==> src/rtl/nukv_arb_pkg.sv <==
// Shared definitions for the nukv stream arbiters: FSM encoding and counter widths.
package nukv_arb_pkg;

    typedef enum logic [0:0] {
        StIdle  = 1'b0,
        StGrant = 1'b1
    } arb_state_e;

    // Burst beat counter width; BURST_LEN must fit in it.
    localparam int unsigned CNT_W  = 8;
    // Width of each statistics counter.
    localparam int unsigned STAT_W = 32;

endpackage

==> src/rtl/nukv_rr_pick.sv <==
// Combinational round-robin picker: first asserted request after 'last', wrapping modulo NUM_IN.
module nukv_rr_pick #(
    parameter int unsigned NUM_IN  = 4,
    parameter int unsigned ID_BITS = 2
) (
    input  logic [NUM_IN-1:0]  req_i,
    input  logic [ID_BITS-1:0] last_i,
    output logic [ID_BITS-1:0] idx_o,
    output logic               any_o
);

    // Scan last+1 .. last+NUM_IN; the final candidate is 'last' itself.
    always_comb begin : pick
        int unsigned cand;
        idx_o = '0;
        any_o = 1'b0;
        cand  = 0;
        for (int unsigned k = 1; k <= NUM_IN; k++) begin
            cand = (32'(last_i) + k) % NUM_IN;
            if (!any_o && req_i[cand]) begin
                any_o = 1'b1;
                idx_o = ID_BITS'(cand);
            end
        end
    end

endmodule

==> src/rtl/nukv_stream_rr_arbiter.sv <==
// Round-robin burst arbiter sharing one stream sink between NUM_IN requesters.
// Each output beat carries its source index on m_axis_tid. New bursts are held off
// while the downstream FIFO signals almost-full.
// Optional: define NUKV_ARB_STATS_EN to add per-requester beat counters and an
// almost-full stall counter.
module nukv_stream_rr_arbiter
    import nukv_arb_pkg::*;
#(
    parameter int unsigned NUM_IN    = 4,
    parameter int unsigned DATA_SIZE = 16,
    parameter int unsigned BURST_LEN = 8,
    parameter int unsigned ID_BITS   = 2
) (
    input  logic                          s_axis_clk,
    input  logic                          s_axis_rst,
    input  logic [NUM_IN*DATA_SIZE-1:0]   s_axis_tdata,
    input  logic [NUM_IN-1:0]             s_axis_tvalid,
    output logic [NUM_IN-1:0]             s_axis_tready,
    output logic [DATA_SIZE-1:0]          m_axis_tdata,
    output logic [ID_BITS-1:0]            m_axis_tid,
    output logic                          m_axis_tvalid,
    input  logic                          m_axis_tready,
    input  logic                          m_axis_talmostfull,
    output logic                          grant_active
`ifdef NUKV_ARB_STATS_EN
    ,
    output logic [NUM_IN*STAT_W-1:0]      stat_beats,
    output logic [STAT_W-1:0]             stat_af_stall
`endif
);

    arb_state_e           state_q, state_d;
    logic [ID_BITS-1:0]   grant_q, grant_d;
    logic [ID_BITS-1:0]   last_q, last_d;
    logic [CNT_W-1:0]     count_q, count_d;
    logic [CNT_W-1:0]     count_inc;
    logic [DATA_SIZE-1:0] data_q, data_d;
    logic [ID_BITS-1:0]   tid_q, tid_d;
    logic                 valid_q, valid_d;

    logic                 load;
    logic                 cur_valid;
    logic [DATA_SIZE-1:0] cur_data;
    logic                 accept;
    logic [ID_BITS-1:0]   pick_idx;
    logic                 pick_any;

    nukv_rr_pick #(
        .NUM_IN  (NUM_IN),
        .ID_BITS (ID_BITS)
    ) u_pick (
        .req_i  (s_axis_tvalid),
        .last_i (last_q),
        .idx_o  (pick_idx),
        .any_o  (pick_any)
    );

    // Datapath view of the granted requester and the output-register load enable.
    always_comb begin
        load      = m_axis_tready | ~valid_q;
        cur_valid = s_axis_tvalid[grant_q];
        cur_data  = s_axis_tdata[32'(grant_q) * DATA_SIZE +: DATA_SIZE];
        accept    = (state_q == StGrant) & load & cur_valid;
        count_inc = count_q + CNT_W'(1);
    end

    // Only the granted requester sees ready, and only when the output register can load.
    always_comb begin
        s_axis_tready = '0;
        if (state_q == StGrant && load) begin
            s_axis_tready[grant_q] = 1'b1;
        end
    end

    // Arbitration FSM: one idle cycle to pick, then stream up to BURST_LEN beats.
    always_comb begin
        state_d = state_q;
        grant_d = grant_q;
        last_d  = last_q;
        count_d = count_q;
        unique case (state_q)
            StIdle: begin
                if (pick_any && !m_axis_talmostfull) begin
                    grant_d = pick_idx;
                    count_d = '0;
                    state_d = StGrant;
                end
            end
            StGrant: begin
                if (accept) begin
                    count_d = count_inc;
                    if (count_inc == CNT_W'(BURST_LEN)) begin
                        state_d = StIdle;
                        last_d  = grant_q;
                    end
                end else if (load && !cur_valid) begin
                    // Requester ran dry; a stalled sink (load=0) never ends a burst.
                    state_d = StIdle;
                    last_d  = grant_q;
                end
            end
            default: state_d = StIdle;
        endcase
    end

    // Output pipeline register: holds data/tid stable until the sink takes it.
    always_comb begin
        valid_d = valid_q;
        data_d  = data_q;
        tid_d   = tid_q;
        if (load) begin
            valid_d = accept;
            if (accept) begin
                data_d = cur_data;
                tid_d  = grant_q;
            end
        end
    end

    // State and output registers.
    always_ff @(posedge s_axis_clk or negedge s_axis_rst) begin
        if (!s_axis_rst) begin
            state_q <= StIdle;
            grant_q <= '0;
            last_q  <= ID_BITS'(NUM_IN - 1);
            count_q <= '0;
            data_q  <= '0;
            tid_q   <= '0;
            valid_q <= 1'b0;
        end else begin
            state_q <= state_d;
            grant_q <= grant_d;
            last_q  <= last_d;
            count_q <= count_d;
            data_q  <= data_d;
            tid_q   <= tid_d;
            valid_q <= valid_d;
        end
    end

    assign m_axis_tdata  = data_q;
    assign m_axis_tid    = tid_q;
    assign m_axis_tvalid = valid_q;
    assign grant_active  = (state_q == StGrant);

`ifdef NUKV_ARB_STATS_EN
    logic [STAT_W-1:0] beats_q [NUM_IN];
    logic [STAT_W-1:0] beats_d [NUM_IN];
    logic [STAT_W-1:0] stall_q, stall_d;

    // Per-requester accepted-beat counters and almost-full stall counter.
    always_comb begin
        for (int unsigned i = 0; i < NUM_IN; i++) begin
            beats_d[i] = beats_q[i];
            if (accept && grant_q == ID_BITS'(i)) begin
                beats_d[i] = beats_q[i] + STAT_W'(1);
            end
        end
        stall_d = stall_q;
        if (state_q == StIdle && pick_any && m_axis_talmostfull) begin
            stall_d = stall_q + STAT_W'(1);
        end
    end

    // Statistics registers.
    always_ff @(posedge s_axis_clk or negedge s_axis_rst) begin
        if (!s_axis_rst) begin
            for (int unsigned i = 0; i < NUM_IN; i++) begin
                beats_q[i] <= '0;
            end
            stall_q <= '0;
        end else begin
            for (int unsigned i = 0; i < NUM_IN; i++) begin
                beats_q[i] <= beats_d[i];
            end
            stall_q <= stall_d;
        end
    end

    // Flatten the per-requester counters onto the output bus.
    always_comb begin
        stat_beats = '0;
        for (int unsigned i = 0; i < NUM_IN; i++) begin
            stat_beats[i*STAT_W +: STAT_W] = beats_q[i];
        end
    end

    assign stat_af_stall = stall_q;
`endif

endmodule

==> config.mk <==
export PLATFORM = sky130hd
export DESIGN_NAME = nukv_stream_rr_arbiter
export DESIGN_NICKNAME = d
export VERILOG_FILES = /design/src/rtl/nukv_arb_pkg.sv /design/src/rtl/nukv_rr_pick.sv /design/src/rtl/nukv_stream_rr_arbiter.sv
export SDC_FILE = /design/constraint.sdc
export NUM_CORES = 1
export LEC_CHECK = 0
export BUFFER_PORTS_ARGS = -buffer_cell sky130_fd_sc_hd__buf_4
export CAP_MARGIN = 5
export CORE_UTILIZATION = 45
export DETAILED_ROUTE_END_ITERATION = 8
export PLACE_DENSITY = 0.85
export REMOVE_ABC_BUFFERS = 1
export SLEW_MARGIN = 20
export SYNTH_ARGS = -nofsm -noshare
export SYNTH_HDL_FRONTEND = slang
export SYNTH_SLANG_ARGS = --single-unit
==> constraint.sdc <==
create_clock -name s_axis_clk -period 2 [get_ports s_axis_clk]
set_input_delay 0.2 -clock s_axis_clk [delete_from_list [all_inputs] [get_ports s_axis_clk]]
set_output_delay 0.2 -clock s_axis_clk [all_outputs]
set_load 0.03 [all_outputs]
## Word-level counts from Yosys, hierarchy flattened

Cells that the tools add are included.

- Output and inout port bits: 24
- Bits in registers: 32
- Input port bits: 72

- Reductions and logical operators: 17
- Eq/ne operators: 4
- Bitwise gates (word level): 5
- Mux-type cells: 32
- Order comparisons: 6
- Shifts and indexed selects: 1
- Add/sub/neg operators: 5

Operators by type and width:

| operator | number |
|---|---|
| variable part select 64 x 7 -> 16 bit | 1 |
| two-way mux 8 bit | 2 |
| one-hot mux 8 bit (2 select lines) | 1 |
| < comparator 2 x 3 -> 1 bit (second input constant) | 5 |
| two-way mux 1 bit | 14 |
| two-way mux 2 bit | 7 |
| binary-select mux 1 bit (select 2 bit) | 5 |
| adder 8 x 1 -> 8 bit (second input constant) | 1 |
| == test 8 x 4 -> 1 bit (second input constant) | 1 |
| logical AND 1 bit | 7 |
| AND reduction 2 bit | 3 |
| logical NOT 1 bit | 5 |
| adder 2 x 1 -> 2 bit (second input constant) | 2 |
| adder 2 bit (second input constant) | 2 |
| two-way mux 4 bit | 1 |
| != test 2 x 1 -> 1 bit (second input constant) | 2 |
| AND reduction 3 bit | 1 |
| bitwise AND 1 bit | 2 |
| demux 1 bit (select 2 bit) | 1 |
| greater-or-equal comparator 2 x 1 -> 1 bit (second input constant) | 1 |
| != test 2 bit (second input constant) | 1 |
| inverter 1 bit | 2 |
| one-hot mux 1 bit (2 select lines) | 1 |
| nonzero test 2 bit | 1 |
| OR 1 bit | 1 |

## Logic depth before layout (Yosys ltp)

- Depth in word-level cells: 16
- Gate-level depth with buffers: 6
- Gate-level depth less buffers: 5

## Hierarchy

From an unflattened synthesis, not the netlist that was laid out.

- Cell total of the unflattened synthesis: 208
- Area, all modules: 2042.0 µm²

Modules (own cells, without submodules):

| module | sequential area each (µm²) | cells an instance | instances | area an instance (µm²) |
|---|---|---|---|---|
| nukv_stream_rr_arbiter | 803.3 | 194 | 1 | 1950.6 |
| nukv_rr_pick | 0.0 | 14 | 1 | 91.3 |

## Worst setup path before layout

OpenSTA, ideal clock, no wires.

- Kind: flip-flop to output port
- From: register state_q, in the netlist grant_active
- To: output port s_axis_tready[0]
- Arrival: 1.610 ns
- Slack: 0.190 ns
- Stages on the path, launching flop included: 4
- Cells stage by stage: dfrtp_1 clkbuf_1 nand2_1 nor3_1

- Longest elaborated chain between the ends: 2

Ends and longest elaborated chain:

| what | line | text |
|---|---|---|
| start: declaration | nukv_stream_rr_arbiter.sv:32 | `arb_state_e state_q, state_d;` |
| start signal: assignment | nukv_stream_rr_arbiter.sv:123 | `state_q <= StIdle;` |
| start signal: assignment | nukv_stream_rr_arbiter.sv:131 | `state_q <= state_d;` |
| logical AND 1 bit | nukv_stream_rr_arbiter.sv:70 | `if (state_q == StGrant && load) begin` |
| two-way mux 4 bit | nukv_stream_rr_arbiter.sv:70 |  |
| end: declaration | nukv_stream_rr_arbiter.sv:18 | `output logic [NUM_IN-1:0] s_axis_tready,` |

Every way passes these cells.

## Final worst setup path

- From: register grant_q[1]
- To: register data_q[13], in the netlist m_axis_tdata[13]

- Longest elaborated chain between the ends: 4
- Elaborated cells between the ends (all ways): 5
- Those cells by class: 1 x shift; 2 x mux; 1 x bitwise; 1 x reduce/logical

Ends and longest elaborated chain:

| what | line | text |
|---|---|---|
| start: declaration | nukv_stream_rr_arbiter.sv:33 | `logic [ID_BITS-1:0] grant_q, grant_d;` |
| start signal: assignment | nukv_stream_rr_arbiter.sv:132 | `grant_q <= grant_d;` |
| parallel branches: the longest is 4 deep, another holds variable part select 64 x 7 -> 16 bit | -- |  |
| end signal: assignment | nukv_stream_rr_arbiter.sv:135 | `data_q <= data_d;` |
| end: declaration | nukv_stream_rr_arbiter.sv:37 | `logic [DATA_SIZE-1:0] data_q, data_d;` |

Parallel ways; which one is timed is not known. The select of a mux whose other input is x is not followed.
A chain may end at the register's enable or synchronous reset.

==> impl_results.md <==
- Status: finished, final reports clean
- Via count: between 1,500 and 2,000
- Async S/R FF share, synth: 100%
- Post-layout nets: around 340
- Crit path capture type: flip-flop
- Clock Latency Late Sink: about 0.29 ns
- Post-synthesis cell type count: 41
- Die Wd: 68.3 um
- EDFF count, synth: 0
- Yosys reg bits: 32
- Hold Buf Count CTS: 1
- Hold Vio Cnt, Final: 0
- WL final: 5360 um
- R2R setup slack: between 0.2 and 0.25 ns
- Placer Congestion: 0.773
- Total die area: roughly 0.0047 mm^2
- Primary FF master, synth: dfrtp_1
- CP Data Arrival Time: 1.93 ns
- Least-Margin Pin Slew: between 0.5 and 0.6 ns
- Setup Fix Bufs, Post-CTS: 0
- FMAX: 570 MHz
- Antenna violations before repair: 0
- # Max-Cap Violations: 0
- Area grow syn2layout: 47.1%
- DP HPWL: a little over 4000 um
- Clk sink count: 32
- CP Max Fanout: 11
- Power, Total: 4.23 mW
- Worst hold slack: 0.220 ns
- Slew margin rel.: 61.2%
- HP Class: primary input to flip-flop
- Final core occ: 70.8%
- Chip Height: 68.3 um
- Initial DRC count: 60
- Pin count of the biggest net entering global routing: 33
- WP data required: ~2.2 ns
- Detailed-router iteration count before antenna repair: 6
- Mapped cell area: 0.00198 mm^2
- Crit Path Category: flip-flop to flip-flop
- Cell area after layout: just under 0.003 mm^2
- Buffers on Ports: 95
- Pwr/cell area: 1450 mW/mm^2
- Cts bufs inserted: 5
- Startpoint Class: flip-flop
- Final worst path period need: 1.75 ns
- Clk_skew: 0.00330 ns
- Total GRT Usage: 23.6%
- Placed inst area: 0.00278 mm^2
- Total congestion overflow: 0
- Register-to-Register Path Depth: 4
- Core Area: 0.00412 mm^2
- Wire per inst: 16.6 um
- Fin cells: 322
- Clock tree buffer depth: 2
- Hold Crit Start: m_axis_talmostfull
- Mapped Cells: around 170
- RR Endpoint: m_axis_tdata[13]$_DFFE_PN0P_
- IO Pins: 96
- Fin crit share: 87.7%
- Root buffer cell: clkbuf_8
- Unrepaired setup endpoints after global routing: false
- Peak supply drop: approximately 900 uV
- Worst reg2reg path startpoint: grant_q[1]$_DFFE_PN0P_
- Leak Pwr: 1.35 nW
- Yosys warns: 0
- TNS Setup: 0 ns
- Diodes inserted: 0
- Clock tree from TritonCTS: yes
- Worst Hold End: grant_q[1]$_DFFE_PN0P_
- Mean cell area of the mapped netlist: 11.6 um^2
- Initial core utilization: 48.1%
- Remaining antenna violation count: 0
- Resized Gates After CTS: 0
- Setup WS post-layout: between 0.2 and 0.25 ns
- Hold path depth: 4
- Share of layout cells above drive strength 1: 54.0%
- Vias per std cell: roughly 5.6
- Num rows: 23
- H-tree depth: 2
- Pre-CTS WS: 0.262 ns
- Pins over their slew limit: 0
- Placed cell count: around 310
- Clock-pin slew on the worst setup and hold paths: 0.07 ns
- Vias in the first global route: 1,747
- Seq/Total Area, Yosys: between 40% and 50%
- Setup violations, final: 0
- DRC: 0
- First-pass GRT wire length: 7870 um
[worst max-delay path: stages (launching register included)]
cell and delay (ns):
dfrtp_1 0.37, mux4_2 0.54, nand3_4 0.20, buf_4 0.19, mux2_2 0.34
[final cells by class]
type                            count  area [um^2]
Clock buffer                        7         96.3
Clock inverter                      1         30.0
Fill cell                         302         1200
Inverter                            5         18.8
Multi-Input combinational cell    125         1120
Sequential cell                    32          803
Tap cell                           50         62.6
Timing Repair Buffer              102          781
[state kept, by name, indices dropped and copies added, names as in the netlist]
| register | cells |
|---|---|
| m_axis_tdata | 16 |
| count_q | 8 |
| grant_q | 2 |
| last_q | 2 |
| m_axis_tid | 2 |
| grant_active | 1 |
| m_axis_tvalid | 1 |
[logic make-up after synthesis]
family,Yosys count,synth area share [%]
AND/OR/NAND/NOR,52,14.5
multiplexers,36,30.0
AO/OA/AOI/OAI,35,11.0
flip-flops,32,40.6
buffers and inverters,14,2.84
XOR/XNOR,1,0.443
adder cells (fa/ha/maj),1,0.632
[cell usage after synthesis, types with 2 or more instances]
cell      count  area, um^2
dfrtp_1      30         751
nand2_1      21        78.8
mux4_2       17         383
mux2_2       16         180
o21ai_0      11        55.1
nor2_1        7        26.3
inv_1         5        18.8
nand3_1       5        25.0
a21oi_1       4        20.0
a31oi_1       4        25.0
nor2b_1       4        25.0
buf_1         3        11.3
buf_2         3        15.0
clkbuf_1      3        11.3
mux2i_1       3        30.0
o211ai_1      3        22.5
o22ai_1       3        18.8
and2_1        2        12.5
dfstp_2       2        52.6
nand2b_1      2        12.5
nor3_1        2        10.0
o31ai_1       2        15.0
[how the worst max path moves through the flow]
stage,from,end,slack [ns],cells after the start
6_report,grant_q[1]$_DFFE_PN0P_,m_axis_tdata[13]$_DFFE_PN0P_,0.25,4
3_5_place_dp,grant_q[1]$_DFFE_PN0P_,m_axis_tdata[13]$_DFFE_PN0P_,0.26,4
3_3_place_gp,grant_q[1]$_DFFE_PN0P_,m_axis_tdata[1]$_DFFE_PN0P_,0.30,4
2_1_floorplan,grant_q[0]$_DFFE_PN0P_,grant_active$_DFF_PN0_,-0.40,5
4_1_cts,grant_q[1]$_DFFE_PN0P_,m_axis_tdata[13]$_DFFE_PN0P_,0.25,4
5_1_grt,grant_q[0]$_DFFE_PN0P_,s_axis_tready[3],0.12,4
[cell usage in the layout, fill, tap and decap left out, drive strengths merged, types with 2 or more instances in the layout]
master / Yosys / final
o211ai: 3 / 3
clkbuf: 3 / 7
nor2: 7 / 7
o22ai: 3 / 3
mux4: 17 / 17
nor2b: 4 / 4
mux2: 16 / 16
nand2b: 2 / 2
buf: 6 / 101
a31oi: 4 / 4
inv: 5 / 5
a21oi: 4 / 4
nand3: 7 / 7
nor3: 2 / 2
dfrtp: 30 / 30
nand2: 21 / 21
dfstp: 2 / 2
mux2i: 3 / 3
and2: 2 / 2
o21ai: 12 / 12
nor4: 2 / 2
o31ai: 2 / 2
[power by group]
part | switching [mW] | internal, mW | total (mW)
Clock | 0.249 | 0.439 | 0.688
Combinational | 1.26 | 1.13 | 2.39
Sequential | 0.212 | 0.940 | 1.15
[per-layer routing]
metal	routed length [um]	vias up	track usage [%]	part of all wire [%]
li1	-	850	-	-
met1	2060	881	27.3	38
met2	2900	68	41.7	54
met3	304	7	5.83	5.7
met4	96	0	8.59	1.8
met5	0	-	0	0
No activity file was read; power rests on OpenSTA's default activity.
